**src/rtl/ascon_inv_substitution.sv**
```systemverilog
// Iterative inverse of the Ascon round front half: inverse S-box over the 320-bit
// state, COLS_PER_CYCLE columns per clock, then removal of the round constant.
package ascon_pkg;
  typedef logic [4:0][63:0] t_state_array;  // word 0 is x0

  localparam logic [7:0] LUT_ADDITION [12] = '{
    8'hF0, 8'hE1, 8'hD2, 8'hC3, 8'hB4, 8'hA5,
    8'h96, 8'h87, 8'h78, 8'h69, 8'h5A, 8'h4B
  };

  localparam logic [4:0] LUT_SBOX [32] = '{
    5'h04, 5'h0B, 5'h1F, 5'h14, 5'h1A, 5'h15, 5'h09, 5'h02,
    5'h1B, 5'h05, 5'h08, 5'h12, 5'h1D, 5'h03, 5'h06, 5'h1C,
    5'h1E, 5'h13, 5'h07, 5'h0E, 5'h00, 5'h0D, 5'h11, 5'h18,
    5'h10, 5'h0C, 5'h01, 5'h19, 5'h16, 5'h0A, 5'h0F, 5'h17
  };
endpackage

module ascon_inv_substitution
  import ascon_pkg::*;
#(
  parameter int COLS_PER_CYCLE = 8
) (
  input  logic         clock,
  input  logic         reset,
  input  logic         i_start,
  input  logic [3:0]   i_round,
  input  t_state_array i_state,
  output t_state_array o_state,
  output logic         o_busy,
  output logic         o_done
);

  localparam logic [4:0] INV_SBOX [32] = '{
    5'h14, 5'h1A, 5'h07, 5'h0D, 5'h00, 5'h09, 5'h0E, 5'h12,
    5'h0A, 5'h06, 5'h1D, 5'h01, 5'h19, 5'h15, 5'h13, 5'h1E,
    5'h18, 5'h16, 5'h0B, 5'h11, 5'h03, 5'h05, 5'h1C, 5'h1F,
    5'h17, 5'h1B, 5'h04, 5'h08, 5'h0F, 5'h0C, 5'h10, 5'h02
  };

  // A full-width step of 64 truncates to 0, so the counter simply stays at 0.
  localparam logic [5:0] COL_STEP = 6'(COLS_PER_CYCLE);
  localparam logic [5:0] LAST_CNT = 6'(64 - COLS_PER_CYCLE);

  function automatic bit sbox_pair_ok();
    bit ok;
    ok = 1'b1;
    for (int k = 0; k < 32; k++)
      if (INV_SBOX[LUT_SBOX[k]] != 5'(k)) ok = 1'b0;
    return ok;
  endfunction

  if (!((COLS_PER_CYCLE == 1)  || (COLS_PER_CYCLE == 2)  || (COLS_PER_CYCLE == 4) ||
        (COLS_PER_CYCLE == 8)  || (COLS_PER_CYCLE == 16) || (COLS_PER_CYCLE == 32) ||
        (COLS_PER_CYCLE == 64))) begin : g_bad_cols
    $error("COLS_PER_CYCLE must be one of 1, 2, 4, 8, 16, 32, 64");
  end

  if (!sbox_pair_ok()) begin : g_bad_sbox
    $error("INV_SBOX is not the inverse of LUT_SBOX");
  end

  function automatic t_state_array subst_cols(t_state_array s, logic [5:0] base);
    t_state_array r;
    logic [5:0]   j;
    logic [4:0]   v;
    r = s;
    for (int i = 0; i < COLS_PER_CYCLE; i++) begin
      j = base + 6'(i);
      v = INV_SBOX[{s[0][j], s[1][j], s[2][j], s[3][j], s[4][j]}];
      r[0][j] = v[4];
      r[1][j] = v[3];
      r[2][j] = v[2];
      r[3][j] = v[1];
      r[4][j] = v[0];
    end
    return r;
  endfunction

  typedef enum logic [1:0] {IDLE, SUBST, CONST, DONE} t_fsm;

  t_fsm         state_q, state_d;
  logic [5:0]   cnt_q, cnt_d;
  logic [3:0]   round_q, round_d;
  t_state_array work_q, work_d;
  t_state_array o_state_q, o_state_d;
  logic         busy_q, busy_d;
  logic         done_q, done_d;

  always_comb begin
    // NOTE: every output of this block is defaulted first, so no path can infer a latch.
    state_d   = state_q;
    cnt_d     = cnt_q;
    round_d   = round_q;
    work_d    = work_q;
    o_state_d = o_state_q;
    case (state_q)
      IDLE: begin
        if (i_start) begin
          work_d  = i_state;
          round_d = i_round;
          cnt_d   = '0;
          state_d = SUBST;
        end
      end
      SUBST: begin
        work_d = subst_cols(work_q, cnt_q);
        cnt_d  = cnt_q + COL_STEP;
        if (cnt_q == LAST_CNT) state_d = CONST;
      end
      CONST: begin
        o_state_d = work_q;
        if (round_q < 4'd12)
          o_state_d[2][7:0] = work_q[2][7:0] ^ LUT_ADDITION[round_q];
        state_d = DONE;
      end
      DONE:    state_d = IDLE;
      default: state_d = IDLE;
    endcase
    busy_d = (state_d == SUBST) || (state_d == CONST);
    // The done flag is registered out of DONE, giving 64/COLS_PER_CYCLE + 2 cycles of latency.
    done_d = (state_q == DONE);
  end

  // NOTE: flops use non-blocking assignments so every register samples pre-edge values.
  // NOTE: the working register is reset too, so an aborted operation leaves nothing behind.
  always_ff @(posedge clock or posedge reset) begin
    if (reset) begin
      state_q   <= IDLE;
      cnt_q     <= '0;
      round_q   <= '0;
      work_q    <= '0;
      o_state_q <= '0;
      busy_q    <= 1'b0;
      done_q    <= 1'b0;
    end else begin
      state_q   <= state_d;
      cnt_q     <= cnt_d;
      round_q   <= round_d;
      work_q    <= work_d;
      o_state_q <= o_state_d;
      busy_q    <= busy_d;
      done_q    <= done_d;
    end
  end

  assign o_state = o_state_q;
  assign o_busy  = busy_q;
  assign o_done  = done_q;

endmodule
```
**config.mk**
```make
export PLATFORM = sky130hd
export DESIGN_NAME = ascon_inv_substitution
export DESIGN_NICKNAME = d
export VERILOG_FILES = /design/src/rtl/ascon_inv_substitution.sv
export SDC_FILE = /design/constraint.sdc
export NUM_CORES = 2
export LEC_CHECK = 0
export BUFFER_PORTS_ARGS = -buffer_cell sky130_fd_sc_hd__buf_4
export CAP_MARGIN = 20
export CORE_MARGIN = 4
export CORE_UTILIZATION = 45
export DETAILED_ROUTE_END_ITERATION = 6
export GPL_ROUTABILITY_DRIVEN = 0
export HOLD_SLACK_MARGIN = 0.06
export PLACE_DENSITY = 0.78
export SETUP_SLACK_MARGIN = 0.3
export SLEW_MARGIN = 5
export SYNTH_ARGS = -nofsm -noshare
export SYNTH_HDL_FRONTEND = slang
export SYNTH_SLANG_ARGS = --single-unit
export TNS_END_PERCENT = 20
```
**constraint.sdc**
```tcl
create_clock -name clock -period 32.8 [get_ports clock]
set_clock_uncertainty 0.05 [all_clocks]
set_input_delay 1.64 -clock clock [delete_from_list [all_inputs] [get_ports clock]]
set_output_delay 1.64 -clock clock [all_outputs]
set_load 0.02 [all_outputs]
```
Yosys cells after proc, flatten, opt, wreduce, memory -nomap -nowiden
Memory sizes are Yosys's and may differ from the RTL's.
Index checks and enable logic that the tools add are counted.
{"block": "classes", "addsub": 8, "n_lt_le_gt_ge": 26, "eq_ne": 7, "muxes": 162, "n_bitwise": 10, "reduce_logical": 13}
{"operator": "$bwmux 64", "n": 40}
{"operator": "$pmux 320 s2", "n": 1}
{"operator": "$mux 320", "n": 1}
{"operator": "$bmux 1 s6", "n": 40}
{"operator": "$mux 5", "n": 16}
{"operator": "$lt 6x7->1 const B", "n": 8}
{"operator": "$demux 1 s6", "n": 8}
{"operator": "$ge 6x1->1 const B", "n": 8}
{"operator": "$ge 6x6->1 const B", "n": 8}
{"operator": "$mux 1", "n": 48}
{"operator": "$not 5->6", "n": 8}
{"operator": "$add 6x3->6 const B", "n": 4}
{"operator": "$mux 8", "n": 3}
{"operator": "$add 6x2->6 const B", "n": 2}
{"operator": "$pmux 6 s2", "n": 1}
{"operator": "$logic_and 1x1->1", "n": 8}
{"operator": "$pmux 2 s4", "n": 1}
{"operator": "$xor 8x8->8", "n": 1}
{"operator": "$add 6x1->6 const B", "n": 1}
{"operator": "$add 6x4->6 const B", "n": 1}
{"operator": "$eq 2x2->1 const B", "n": 3}
{"operator": "$eq 6x6->1 const B", "n": 1}
{"operator": "$mux 6", "n": 1}
{"operator": "$ge 5x5->1 const B", "n": 1}
{"operator": "9 further kinds", "n": 12}
{"block": "word_totals", "register_bits": 654, "mem_bits_ro": 1408, "in_bits": 327, "out_inout_bits": 322, "word_cells": 250, "mem_count": 9}
{"name": "(name not given)", "words": 32, "width": 5, "read_ports": 1, "rd_ports_with_merged_regs": 0, "write_ports": 0, "line_no": "70", "rtl": "v = INV_SBOX[{s[0][j], s[1][j], s[2][j], s[3][j], s[4][j]}];"}
{"name": "(name not given)", "words": 32, "width": 5, "read_ports": 1, "rd_ports_with_merged_regs": 0, "write_ports": 0, "line_no": "70"}
{"name": "(name not given)", "words": 32, "width": 5, "read_ports": 1, "rd_ports_with_merged_regs": 0, "write_ports": 0, "line_no": "70"}
{"name": "(name not given)", "words": 32, "width": 5, "read_ports": 1, "rd_ports_with_merged_regs": 0, "write_ports": 0, "line_no": "70"}
{"name": "(name not given)", "words": 32, "width": 5, "read_ports": 1, "rd_ports_with_merged_regs": 0, "write_ports": 0, "line_no": "70"}
{"name": "(name not given)", "words": 32, "width": 5, "read_ports": 1, "rd_ports_with_merged_regs": 0, "write_ports": 0, "line_no": "70"}
{"name": "3 more memories"}

Longest topological paths before layout
{"block": "logic_depth", "ltp_word": 15, "depth_mapped": 16, "ltp_nobuf": 12}

Worst setup path before layout
Ideal clock, no wire load.
{"block": "synth_timing", "path_type": "input to register", "from": "input i_start", "to": "register work_q[202] (netlist name)", "setup_time_ns": 0.085, "t_arrival_ns": 2.913, "setup_slack_ns": 29.753, "stages": 7, "n_path_buf": 3, "cell_sequence": "nand2b_1 > clkbuf_1 > nor2_1 > clkbuf_1 > clkbuf_1 > a22oi_1 > o21ai_0"}
{"block": "synth_between", "elab_chain_cells": 2}
{"item": "from (decl)", "line_no": "26", "rtl": "input logic i_start,"}
{"item": "$ne 2x2->1 (no line)"}
{"item": "$reduce_and 2->1 (no line)"}
{"item": "to (signal assigned)", "line_no": "140", "rtl": "work_q <= work_d;"}
{"item": "to (decl)", "line_no": "85", "rtl": "t_state_array work_q, work_d;"}
No other way between the ends.
A chain may end at the register's enable or synchronous reset.

Worst setup path in the final report
{"block": "layout_timing", "from": "register cnt_q[4]", "to": "register work_q[139] (netlist name)"}
{"block": "layout_between", "elab_chain_cells": 15}
{"item": "from (decl)", "line_no": "83", "rtl": "logic [5:0] cnt_q, cnt_d;"}
{"item": "from (signal assigned)", "line_no": "138", "rtl": "cnt_q <= cnt_d;"}
{"item": "$add 6x1->6 or $bmux 1 s6 (tied branches)", "line_no": "69, 70"}
{"item": "$bmux 1 s6 or $mux 1 (tied branches)", "line_no": "70"}
{"item": "$mux 1 (not written as such) or $not 5->6 (tied branches)", "line_no": "70"}
{"item": "$not 5->6 (not written as such) or $mem_v2 32x5 (tied branches)"}
{"item": "$mem_v2 32x5 or $mux 5 (tied branches)"}
{"item": "$mux 5 (not written as such)", "line_no": "70"}
{"item": "$mux 5 (not written as such) or $bwmux 64 (tied branches)", "line_no": "70, 73"}
{"item": "$bwmux 64 (6 in a row)", "line_no": "73", "rtl": "r[2][j] = v[2];"}
{"item": "$bwmux 64 (*)", "line_no": "73"}
{"item": "$pmux 320 s2 (*)", "line_no": "97", "rtl": "case (state_q)"}
Every way passes the cells marked *; elsewhere a longest branch is shown, timed or not. The select of a mux whose other input is x is not followed.

==> reports/qor.yml <==
slowest_stage: "and2b_2"
cp-startpoint: "cnt_q[4]"
postCtsHoldBufs: 0
mostFrequentLayoutCells: "buf_4, dfrtp_1, mux2_2"
yosysSeqAreaShare: 0.503
cpPeakStageDelay_ns: 0.91
crit_family: "simple AND/OR/NAND/NOR gates"
synth_cell_types: 91
ys_ff_latch: 651
wire_per_inst_um: 29.6
ctsHtreeMaxLevel: 3
path_buf_inv: 2
mostFrequentLayoutCell: "buf_4"
syn_area_um2: 32400
grt_max_degree: 183
grt_overflow: 0
hp-class: "register to register"
hpwl_mm: 89.7
register_area_um2: 16300
fin_crit_ns: 5.05
rr_startpoint: "cnt_q[4]"
critPathLaunchType: "register"
core_region_area_um2: 71400
cts_sinks: 651
yosys_warnings: 0
slew_viol_final: 0
finalCritPeriodShare: 0.154
clock_path_buffers: 3
chipHeight_um: 276
placed_cell_area_um2: 37900
dieWidth_um: 276
yosys_most_used_dff: "dfrtp_1"
synth-edff-count: 0
critPathCaptureType: "register"
syn_to_final_growth_pct: 24.7
final_nets: 3704
rsz0062_at_grt: "false"
hold_viol_final: 0
vias_per_cell: 6.41
antenna_found_initial: 7
wirelength_mm: 128
cts_buffers: 70
vias: 27702
track_usage: 0.321
clkTransAtPathRegs_ns: 0.06
layout-drive-gt1-share: 0.382
grt_pass1_wl_mm: 185
fmax_mhz: 198
insertion_delay_ns: 0.62
required_ns: 33.18
cp.arrival_ns: 5.43
drv_cap: 0
start_util: 0.453
synthArstFlopShare: 1.00
ant_nets: 0
root_buffer: "clkbuf_16"
dieArea_um2: 76300
grt_pass1_vias: 27701
dr.pass1.iters: 6
cts_setup_buffers: 0
first_iter_violations: 3383
drc: 0
synth.avg_cell_area_um2: 11.7
slew_headroom: 0.190
core.rowCount: 98
cts_resized: 0
setup_tns_ns: 0
fill_cells: 5993
syn-num-nets: 3157
crit_chain: "buf_4 -> and2b_2 -> a22oi_1 -> and2_1 -> inv_1 -> ha_1 -> mux2i_1 -> o21ai_0 -> mux2i_1 -> o21ai_0"
io_buffers: 648
outcome: "completed"
path_max_fanout: 44
cts_tree: "built"
setup_viol_count_final: 0
boundaryPins: 649
syn_inst: 2761
postLayoutCellArea_um2: 40300
multi_input_area_um2: 15000
hp-start: "o_state[120]"
worstMarginPinSlew_ns: 1.21
path_class: "register to register"
Yosys cell counts, drive strengths merged (9+ instances only):
cell type  number  area share
xnor2          14      0.0040
o21ai         303       0.049
mux2          325        0.11
dfrtp         651        0.50
o22ai          84       0.016
a22o           11      0.0032
ha             69       0.027
a31oi           9      0.0019
mux4           56       0.040
mux2i         124       0.042
a21o            9      0.0023
a22oi         226       0.053
nand3          13      0.0020
a21oi         160       0.025
a211oi         17      0.0041
nand2b         11      0.0021
nor2b           9      0.0017
inv            41      0.0048
nor3           26      0.0050
and3           37      0.0072
nor2          130       0.015
buf            68       0.016
nand2          99       0.012
clkbuf        151       0.018
o211ai         20      0.0046
layer usage:
metal / global-route usage / vias to the layer above / wire length (um)
met3: 0.0755 / 361 / 11900
li1: - / 11430 / -
met4: 0.146 / 2 / 6400
met5: 0 / - / 12
met2: 0.521 / 1842 / 60800
met1: 0.410 / 14067 / 48600
metrics by stage:
step / std cells / hold WS, ns / setup slack (ns) / util
after floorplan: 2761 / 0.415 / 12.87 / -
after global routing: 4317 / 0.444 / 27.39 / 0.565
after global placement: 4182 / 0.415 / 27.64 / 0.530
after CTS: 4311 / 0.436 / 27.69 / 0.565
after detailed placement: 4184 / 0.423 / 27.62 / 0.530
final: 4320 / 0.430 / 27.75 / 0.565
tightest hold or removal path: cells and delay by family (launching register included):
family          cells  cell delay (ns)
compound gates      1             0.06
simple gates        1             0.05
flops               1             0.34
sequential cells by signal, indices dropped and copies added, names as in the netlist:
name	cells
cnt_q	3
round_q	4
work_q	320
o_busy	1
o_state	320
state_q	2
o_done	1
final timing paths:
check,slack [ns],cells past startpoint,endpoint
min,0.43,2,o_state[120]
min in group asynchronous,1.14,2,o_state[38]
max in group asynchronous,28.36,5,work_q[85]
max,27.75,10,work_q[139]
min reg2reg,0.43,2,o_state[120]
max reg2reg,27.75,10,work_q[139]
cell families after synthesis:
kind of cell | count (synthesis) | share of synthesized area
AO/OA/AOI/OAI | 900 | 0.178
XOR/XNOR | 20 | 0.00565
adder cells (fa/ha/maj) | 69 | 0.0267
buffers and inverters | 260 | 0.0382
flip-flops | 651 | 0.503
multiplexers | 505 | 0.196
AND/OR/NAND/NOR | 356 | 0.0521
cell type report:
class,instances,area share
well taps,950,0.0295
repair buffers,694,0.130
clock inverters,35,0.0114
clock buffers,92,0.0490
inverters,41,0.00400
flip-flops and latches,651,0.404
multi-input cells,1850,0.371
diodes,7,0.000434
Power is left out: the tool's default activity adds up to more than one toggle a clock period on the data nets, which glitch-free logic cannot reach.
